**src/rtl/cmos_capture.sv**
```systemverilog
// rtl/cmos_capture.sv - camera byte stream to RGB444 frame-buffer writer
//
// Purpose: waits SKIP_FRAMES whole frames after capture_en, then packs
// byte pairs (R nibble, GB byte) into 12-bit pixels and issues one write
// per pixel to a frame buffer of H_ACTIVE*V_ACTIVE entries.
// Optional feature macro: CMOS_BLANK_FILL_EN - short frames are padded
// with zero pixels up to the last buffer address before frame_done.
//
// Ports:
//   clk              pixel clock, the only clock
//   rst              synchronous active-high reset
//   capture_en       enables frame capture (sampled in IDLE and at frame end)
//   cmos_vsync       camera vsync, active high; falling edge starts a frame
//   cmos_href        camera line valid
//   cmos_data        camera byte bus
//   write_addr       frame-buffer address of the current write
//   pixel_data       RGB444 pixel of the current write
//   write_en         one-cycle write strobe
//   cmos_pixel_valid 1 for camera pixels, 0 for fill pixels
//   frame_done       one-cycle pulse at the end of a captured frame
//   overflow         sticky, too many pixels arrived in the current frame
module cmos_capture #(
  parameter int H_ACTIVE    = 640,
  parameter int V_ACTIVE    = 480,
  parameter int SKIP_FRAMES = 2
) (
  input  logic        clk,
  input  logic        rst,
  input  logic        capture_en,
  input  logic        cmos_vsync,
  input  logic        cmos_href,
  input  logic [7:0]  cmos_data,
  output logic [18:0] write_addr,
  output logic [11:0] pixel_data,
  output logic        write_en,
  output logic        cmos_pixel_valid,
  output logic        frame_done,
  output logic        overflow
);

  localparam logic [19:0] TOTAL_W = 20'(H_ACTIVE * V_ACTIVE);
  localparam logic [7:0]  SKIP_W  = 8'(SKIP_FRAMES);

`ifdef CMOS_BLANK_FILL_EN
  typedef enum logic [1:0] {IDLE, WAIT_FRAME, CAPTURE, FILL} state_t;
`else
  typedef enum logic [1:0] {IDLE, WAIT_FRAME, CAPTURE} state_t;
`endif

  state_t      state_q, state_d;
  logic        vsync_q;
  logic [7:0]  skip_q, skip_d;
  logic        phase_q, phase_d;
  logic [3:0]  red_q, red_d;
  // Writes issued in the current frame; one bit wider than the address so
  // that "buffer full" is representable while write_addr holds at the end.
  logic [19:0] cnt_q, cnt_d;
  logic [18:0] addr_q, addr_d;
  logic [11:0] pix_q, pix_d;
  logic        we_q, we_d;
  logic        valid_q, valid_d;
  logic        done_q, done_d;
  logic        ovf_q, ovf_d;

  logic frame_start, frame_end;
  assign frame_start = vsync_q & ~cmos_vsync;
  assign frame_end   = ~vsync_q & cmos_vsync;

  always_comb begin
    state_d = state_q;
    skip_d  = skip_q;
    phase_d = phase_q;
    red_d   = red_q;
    cnt_d   = cnt_q;
    addr_d  = addr_q;
    pix_d   = pix_q;
    we_d    = 1'b0;
    valid_d = 1'b0;
    done_d  = 1'b0;
    ovf_d   = ovf_q;
    unique case (state_q)
      IDLE: begin
        if (capture_en) begin
          state_d = WAIT_FRAME;
          skip_d  = SKIP_W;
        end
      end
      WAIT_FRAME: begin
        if (frame_start) begin
          if (skip_q != 8'd0) begin
            skip_d = skip_q - 8'd1;
          end else begin
            state_d = CAPTURE;
            cnt_d   = '0;
            addr_d  = '0;
            phase_d = 1'b0;
            ovf_d   = 1'b0;
          end
        end
      end
      CAPTURE: begin
        if (cmos_href) begin
          phase_d = ~phase_q;
          if (!phase_q) begin
            red_d = cmos_data[3:0];
          end else if (cnt_q < TOTAL_W) begin
            we_d    = 1'b1;
            valid_d = 1'b1;
            pix_d   = {red_q, cmos_data};
            addr_d  = cnt_q[18:0];
            cnt_d   = cnt_q + 20'd1;
          end else begin
            ovf_d = 1'b1;
          end
        end else begin
          // A dangling odd byte at the end of a line is dropped here.
          phase_d = 1'b0;
        end
        // The pixel finished on this same edge is still written above;
        // the fill decision uses the count including it.
        if (frame_end) begin
          skip_d = '0;
`ifdef CMOS_BLANK_FILL_EN
          if (cnt_d != TOTAL_W) begin
            state_d = FILL;
          end else begin
            done_d  = 1'b1;
            state_d = capture_en ? WAIT_FRAME : IDLE;
          end
`else
          done_d  = 1'b1;
          state_d = capture_en ? WAIT_FRAME : IDLE;
`endif
        end
      end
`ifdef CMOS_BLANK_FILL_EN
      FILL: begin
        if (cnt_q != TOTAL_W) begin
          we_d    = 1'b1;
          valid_d = 1'b0;
          pix_d   = '0;
          addr_d  = cnt_q[18:0];
          cnt_d   = cnt_q + 20'd1;
        end else begin
          done_d  = 1'b1;
          state_d = capture_en ? WAIT_FRAME : IDLE;
        end
      end
`endif
      default: state_d = IDLE;
    endcase
  end

  always_ff @(posedge clk) begin
    if (rst) begin
      state_q <= IDLE;
      vsync_q <= 1'b0;
      skip_q  <= '0;
      phase_q <= 1'b0;
      red_q   <= '0;
      cnt_q   <= '0;
      addr_q  <= '0;
      pix_q   <= '0;
      we_q    <= 1'b0;
      valid_q <= 1'b0;
      done_q  <= 1'b0;
      ovf_q   <= 1'b0;
    end else begin
      state_q <= state_d;
      vsync_q <= cmos_vsync;
      skip_q  <= skip_d;
      phase_q <= phase_d;
      red_q   <= red_d;
      cnt_q   <= cnt_d;
      addr_q  <= addr_d;
      pix_q   <= pix_d;
      we_q    <= we_d;
      valid_q <= valid_d;
      done_q  <= done_d;
      ovf_q   <= ovf_d;
    end
  end

  assign write_addr       = addr_q;
  assign pixel_data       = pix_q;
  assign write_en         = we_q;
  assign cmos_pixel_valid = valid_q;
  assign frame_done       = done_q;
  assign overflow         = ovf_q;

endmodule

```
**config.mk**
```make
export PLATFORM = sky130hd
export DESIGN_NAME = cmos_capture
export DESIGN_NICKNAME = d
export VERILOG_FILES = /design/src/rtl/cmos_capture.sv
export SDC_FILE = /design/constraint.sdc
export NUM_CORES = 1
export LEC_CHECK = 0
export ABC_AREA = 1
export CORE_MARGIN = 3
export CORE_UTILIZATION = 45
export DETAILED_ROUTE_END_ITERATION = 10
export GPL_TIMING_DRIVEN = 0
export PLACE_DENSITY_LB_ADDON = 0.1
export SETUP_SLACK_MARGIN = 0.5
export SLEW_MARGIN = 10
export SYNTH_ARGS = -nofsm -noshare
export SYNTH_HDL_FRONTEND = slang
export SYNTH_SLANG_ARGS = --single-unit
export TNS_END_PERCENT = 20
```
**constraint.sdc**
```tcl
create_clock -name clk -period 2.3 [get_ports clk]
set_input_delay 0.46 -clock clk [delete_from_list [all_inputs] [get_ports clk]]
set_output_delay 0.46 -clock clk [all_outputs]
set_load 0.01 [all_outputs]
```
Yosys cells after proc, flatten, opt, wreduce, memory -nomap -nowiden
Index checks and enable logic that the tools add are counted. W data, S select, Z words.

Bits in registers: 70. Input port bits: 13. Output and inout bits: 35. Logic and storage cells: 78.

Add/sub/neg operators: 2. $lt $le $gt $ge: 1. Eq/ne operators: 11. Muxes and demuxes: 33. Bitwise gates (word level): 7. Reduce and logical (&&, ||, !) cells: 13.

Operators with widths (number): $mux W20 (5); $mux W19 (5); $pmux W20 S2 (1); $pmux W19 S2 (1); $mux W8 (4); $pmux W8 S3 (1); $add A20 B1 Y20 const B (1); $lt A20 B19 Y1 const B (1); $ne A2 B2 Y1 const B (9); $reduce_and A6 Y1 (2); $mux W1 (9); $mux W2 (4); $reduce_and A4 Y1 (2); $reduce_bool A8 Y1 (1); $sub A8 B1 Y8 const B (1); $pmux W2 S3 (1); $reduce_and A3 Y1 (2); $not A1 Y1 (5); $reduce_and A5 Y1 (1); $pmux W1 S2 (2); $reduce_or A4 Y1 (1); $reduce_bool A3 Y1 (1); $and A1 B1 Y1 (2); $eq A2 B1 Y1 const B (1); other kinds (4) (4).

Depth between registers and ports, before layout
Word-level depth: 5. Depth in mapped cells: 12. Mapped depth without buffers: 11.

Worst setup path before layout
No wires, ideal clock.

Path type: reg-to-reg. From: register state_q[0]. To: register skip_q[1]. Setup time: 0.123 ns. Data arrival time: 1.585 ns. Data required time: 2.177 ns. Setup slack: 0.593 ns. Stages on the path, launching flop included: 10. Buffers on the path: 1. Clock period less this slack: 1.707 ns. Path through: dfxtp_1 > inv_1 > ha_1 > buf_2 > o21ai_0 > nand3b_1 > nor2_1 > nand2_1 > o21ai_0 > a21oi_1.

Word-level cells in the longest chain between the ends: 3. Elaborated cells between the ends (all ways): 10. Classes of those cells: eq/ne (6); mux (1); reduce/logical (3).

RTL lines: from (decl) (line 50) `state_t state_q, state_d;`; from (signal assigned) (line 169) `state_q <= state_d;`; $eq A2 B1 Y1 (tied with other cells) (line 81) `unique case (state_q)`; $ne A2 B2 Y1 (no source line) / $reduce_bool A3 Y1 (equally long branches); $reduce_and A5 Y1 (no source line); to (signal assigned) (line 171) `skip_q <= skip_d;`; to (decl) (line 52) `logic [7:0] skip_q, skip_d;`.

Parallel ways exist; a longest one is shown, timed or not. A chain may end at the register's enable or synchronous reset.

Worst setup path after layout
From: register state_q[0]. To: register cnt_q[16].

Word-level cells in the longest chain between the ends: 3. Elaborated cells between the ends (all ways): 10. Classes of those cells: eq/ne (7); mux (1); reduce/logical (2).

RTL lines: $eq A2 B2 Y1 / $eq A2 B1 Y1 (equally long branches) (line 81); $ne A2 B2 Y1 (no source line) / $reduce_bool A2 Y1 (equally long branches); $reduce_and A6 Y1 (no source line); to (signal assigned) (line 174) `cnt_q <= cnt_d;`; to (decl) (line 57) `logic [19:0] cnt_q, cnt_d;`.

Parallel ways exist; a longest one is shown, timed or not.

==> flow_metrics.py <==
metrics = {
    "timing": {
        "finalSetupViolCount": 0,
        "final.setup.worst_slack_ns": 0.564,
        "rsz0062_at_grt": "true",
        "hold_violations": 0,
        "fin_skew_ns": 0.0112,
        "slew_violations": 0,
        "fmax_mhz": 576,
        "fin_crit_ns": 1.74,
        "min_period_over_period_pct": 75.5,
        "relSlewSlack_pct": 63.9,
        "worst-slew-pin-transition_ns": 0.542,
        "fin_setup_tns_ns": 0,
    },
    "placement": {
        "dp_slack_ns": 0.0439,
        "port_buffers": 46,
        "gp_congestion": 0.924,
        "dp_hpwl_mm": 5.98,
    },
    "power": {
        "sequentialPowerShare_pct": 31.5,
        "p_total_mw": 4.70,
        "comb_power_share_pct": 45.0,
        "peakVddDrop_v": 0.000843,
        "p_int_mw": 2.80,
        "power_density_nw_per_um2": 1060,
        "p_sw_mw": 1.91,
        "leakage_nw": 1.93,
        "p_clk_share_pct": 23.5,
        "netSwitchingFraction_pct": 40.5,
    },
    "synth": {
        "synth_top_area_share_pct": 40.2,
        "synthTopCellsByArea": "dfxtp_1, nand2_1, nor2_1",
        "syn-cell-area_um2": 3480,
        "synth-main-ff-cell": "dfxtp_1",
        "seq_area_frac_synth_pct": 40.2,
        "yosysUniqueCellTypes": 29,
        "avgSynthCellArea_um2": 6.77,
        "async_flop_share_pct": 0,
        "ys_ff_latch": 70,
        "synth_cells": 515,
        "synth_fp_nets": 535,
        "synth_edf_count": 0,
        "synth_warnings": 0,
        "yosys.area.top_type": "dfxtp_1",
    },
    "global_routing": {
        "grt_pass1_vias": 3197,
        "grt_usage_pct": 20.3,
        "grt_max_degree": 13,
        "grt_pass1_wl_mm": 14.4,
        "antenna_found_initial": 0,
        "globalRoute.totalOverflow": 0,
    },
    "route": {
        "vias_per_cell": 5.00,
        "routed_wl_mm": 8.61,
        "vias": 3422,
        "dr.pass1.iters": 4,
        "avgRoutedWirePerCell_um": 12.6,
        "drc_errors": 0,
        "ant_nets": 0,
        "drtIter0Drc": 135,
    },
    "critical_path": {
        "end_kind": "register",
        "path_cells": "buf_4 > ha_4 > inv_2 > nand2_2 > nand2_4 > inv_2 > nand3_2 > nor2_4 > buf_2 > nor2_1 > a21oi_2",
        "cp.buffers_inverters": 4,
        "startpoint_type": "register",
        "worstSetupPathType": "reg2reg",
        "crit_family": "simple AND/OR/NAND/NOR gates",
        "critPathSlowestCell": "dfxtp_4",
        "required_ns": 2.58,
        "crit_arrival_ns": 2.02,
        "crit_path_max_fanout": 7,
        "slowest_delay_ns": 0.36,
        "crit_top_cell": "inv_2",
    },
    "clock_tree": {
        "clock-sinks": 70,
        "cts_buffers": 9,
        "root_buffer": "clkbuf_8",
        "path_clk_slew_ns": 0.07,
        "clock_latency_ns": 0.35,
        "cts_tree": "built",
        "h-tree-depth": 3,
        "clockBufferDepth": 2,
    },
    "final_layout": {
        "syn2layout_area_growth_pct": 27.1,
        "drive_gt1_share_pct": 13.0,
        "fill_cells": 707,
        "diodes": 0,
        "final_nets": 600,
    },
    "job": {
        "cap_violations": 0,
    },
    "floorplan": {
        "core-area_um2": 7370,
        "io_pins": 48,
        "die_area_um2": 8840,
        "initial_core_util_pct": 47.3,
        "die-width_um": 94.0,
        "dieHeight_um": 94.0,
        "num_rows": 31,
    },
    "status": {
        "status": "complete, no violations",
    },
    "worst_hold_path": {
        "hp-class": "reg2reg",
    },
}
[power groups by stage]
stage | Combinational, mW | Sequential, mW | Clock (mW)
6_report | 2.11 | 1.48 | 1.11
5_1_grt | 2.36 | 1.50 | 1.18
4_1_cts | 1.87 | 1.47 | 1.14
3_5_place_dp | 1.81 | 1.50 | 0
3_3_place_gp | 1.77 | 1.49 | 0
2_1_floorplan | 1.44 | 1.47 | 0
[logic make-up after synthesis]
logic type | share of synthesized area (%)
AO/OA/AOI/OAI | 7.51
XOR/XNOR | 0.251
adder cells (fa/ha/maj) | 2.51
buffers and inverters | 9.48
flip-flops | 40.2
AND/OR/NAND/NOR | 40.0
[per-layer routing]
layer	share of wire [%]	global-route usage, %	wire, µm
met1	45	24.3	3860
met2	49	34.4	4230
met3	4.9	5.29	423
met4	1.3	8.18	108
met5	0	0	0
[flip-flops by register name, summed over array words and instances (netlist names)]
name and count:
cnt_q 20, write_addr 19, pixel_data 12, skip_q 8, red_q 4, state_q 2, cmos_pixel_valid 1, frame_done 1
overflow 1, phase_q 1, vsync_q 1
[cell usage after synthesis, types with 2 or more instances]
cell and number:
nor2_1 66, buf_6 6, nand3_1 33, nand3_4 2
nor2_4 4, buf_4 3, o21ai_0 18, ha_1 7
nand2_2 3, nand2_1 178, inv_1 49, clkbuf_1 5
nor3_1 7, buf_2 6, a21oi_1 23, a21oi_2 3
nand4_1 18, nor2_2 2, dfxtp_1 70, inv_2 2
nand3_2 2
[cells in the final DEF, fill, tap and decap left out, types with 10 or more instances in the layout]
cell type and count:
nand2_1 174, dfxtp_1 68, nor2_1 63, inv_1 46, clkdlybuf4s50_1 45, nand3_1 33, a21oi_1 23, nand4_1 18
o21ai_0 15, buf_4 10, clkbuf_8 10
[metrics by stage]
step	utilization (%)	instance area, µm²	cells	hold slack (ns)
CTS	58.5	4310	677	0.446
detailed placement	55.2	4070	660	0.431
global placement	55.2	4070	660	0.429
floorplan	-	3480	515	0.412
finish	60.1	4430	684	0.442
global route	60.1	4430	684	0.460
[cell type report]
type	count	area, µm²	area share, %
buffer	20	148	3.33
timing repair buffer	54	520	11.8
clock inverter	6	85.1	1.92
sequential	70	1410	31.8
multi-input combinational	374	1820	41.0
tap	99	124	2.80
inverter	51	191	4.32
clock buffer	10	138	3.11
[final timing paths]
kind	startpoint	end	slack (ns)	cells after the start
hold / removal	write_addr[13]	write_addr[13]	0.44	2
hold reg to reg	write_addr[13]	write_addr[13]	0.44	2
setup reg to reg	state_q[0]	cnt_q[16]	0.56	11
setup / recovery	state_q[0]	cnt_q[16]	0.56	11
[what timing repair did]
| action | 4_1_cts | 5_1_grt |
|---|---|---|
| pin swaps | 1 | 7 |
| buffers inserted | 1 | 6 |
| gates cloned | 0 | 1 |
| endpoints found under the setup margin | 56 | 59 |
| resized for setup | 6 | 27 |
| hold buffers | 0 | 0 |
[worst register-to-register path: cells and delay by family (launching register included)]
| family | cells | cell delay [ns] |
|---|---|---|
| compound gates | 1 | 0.09 |
| buf+inv | 4 | 0.47 |
| simple gates | 5 | 0.57 |
| fa+ha+maj | 1 | 0.18 |
| flops | 1 | 0.36 |
Power figures use the tool's default switching activity.
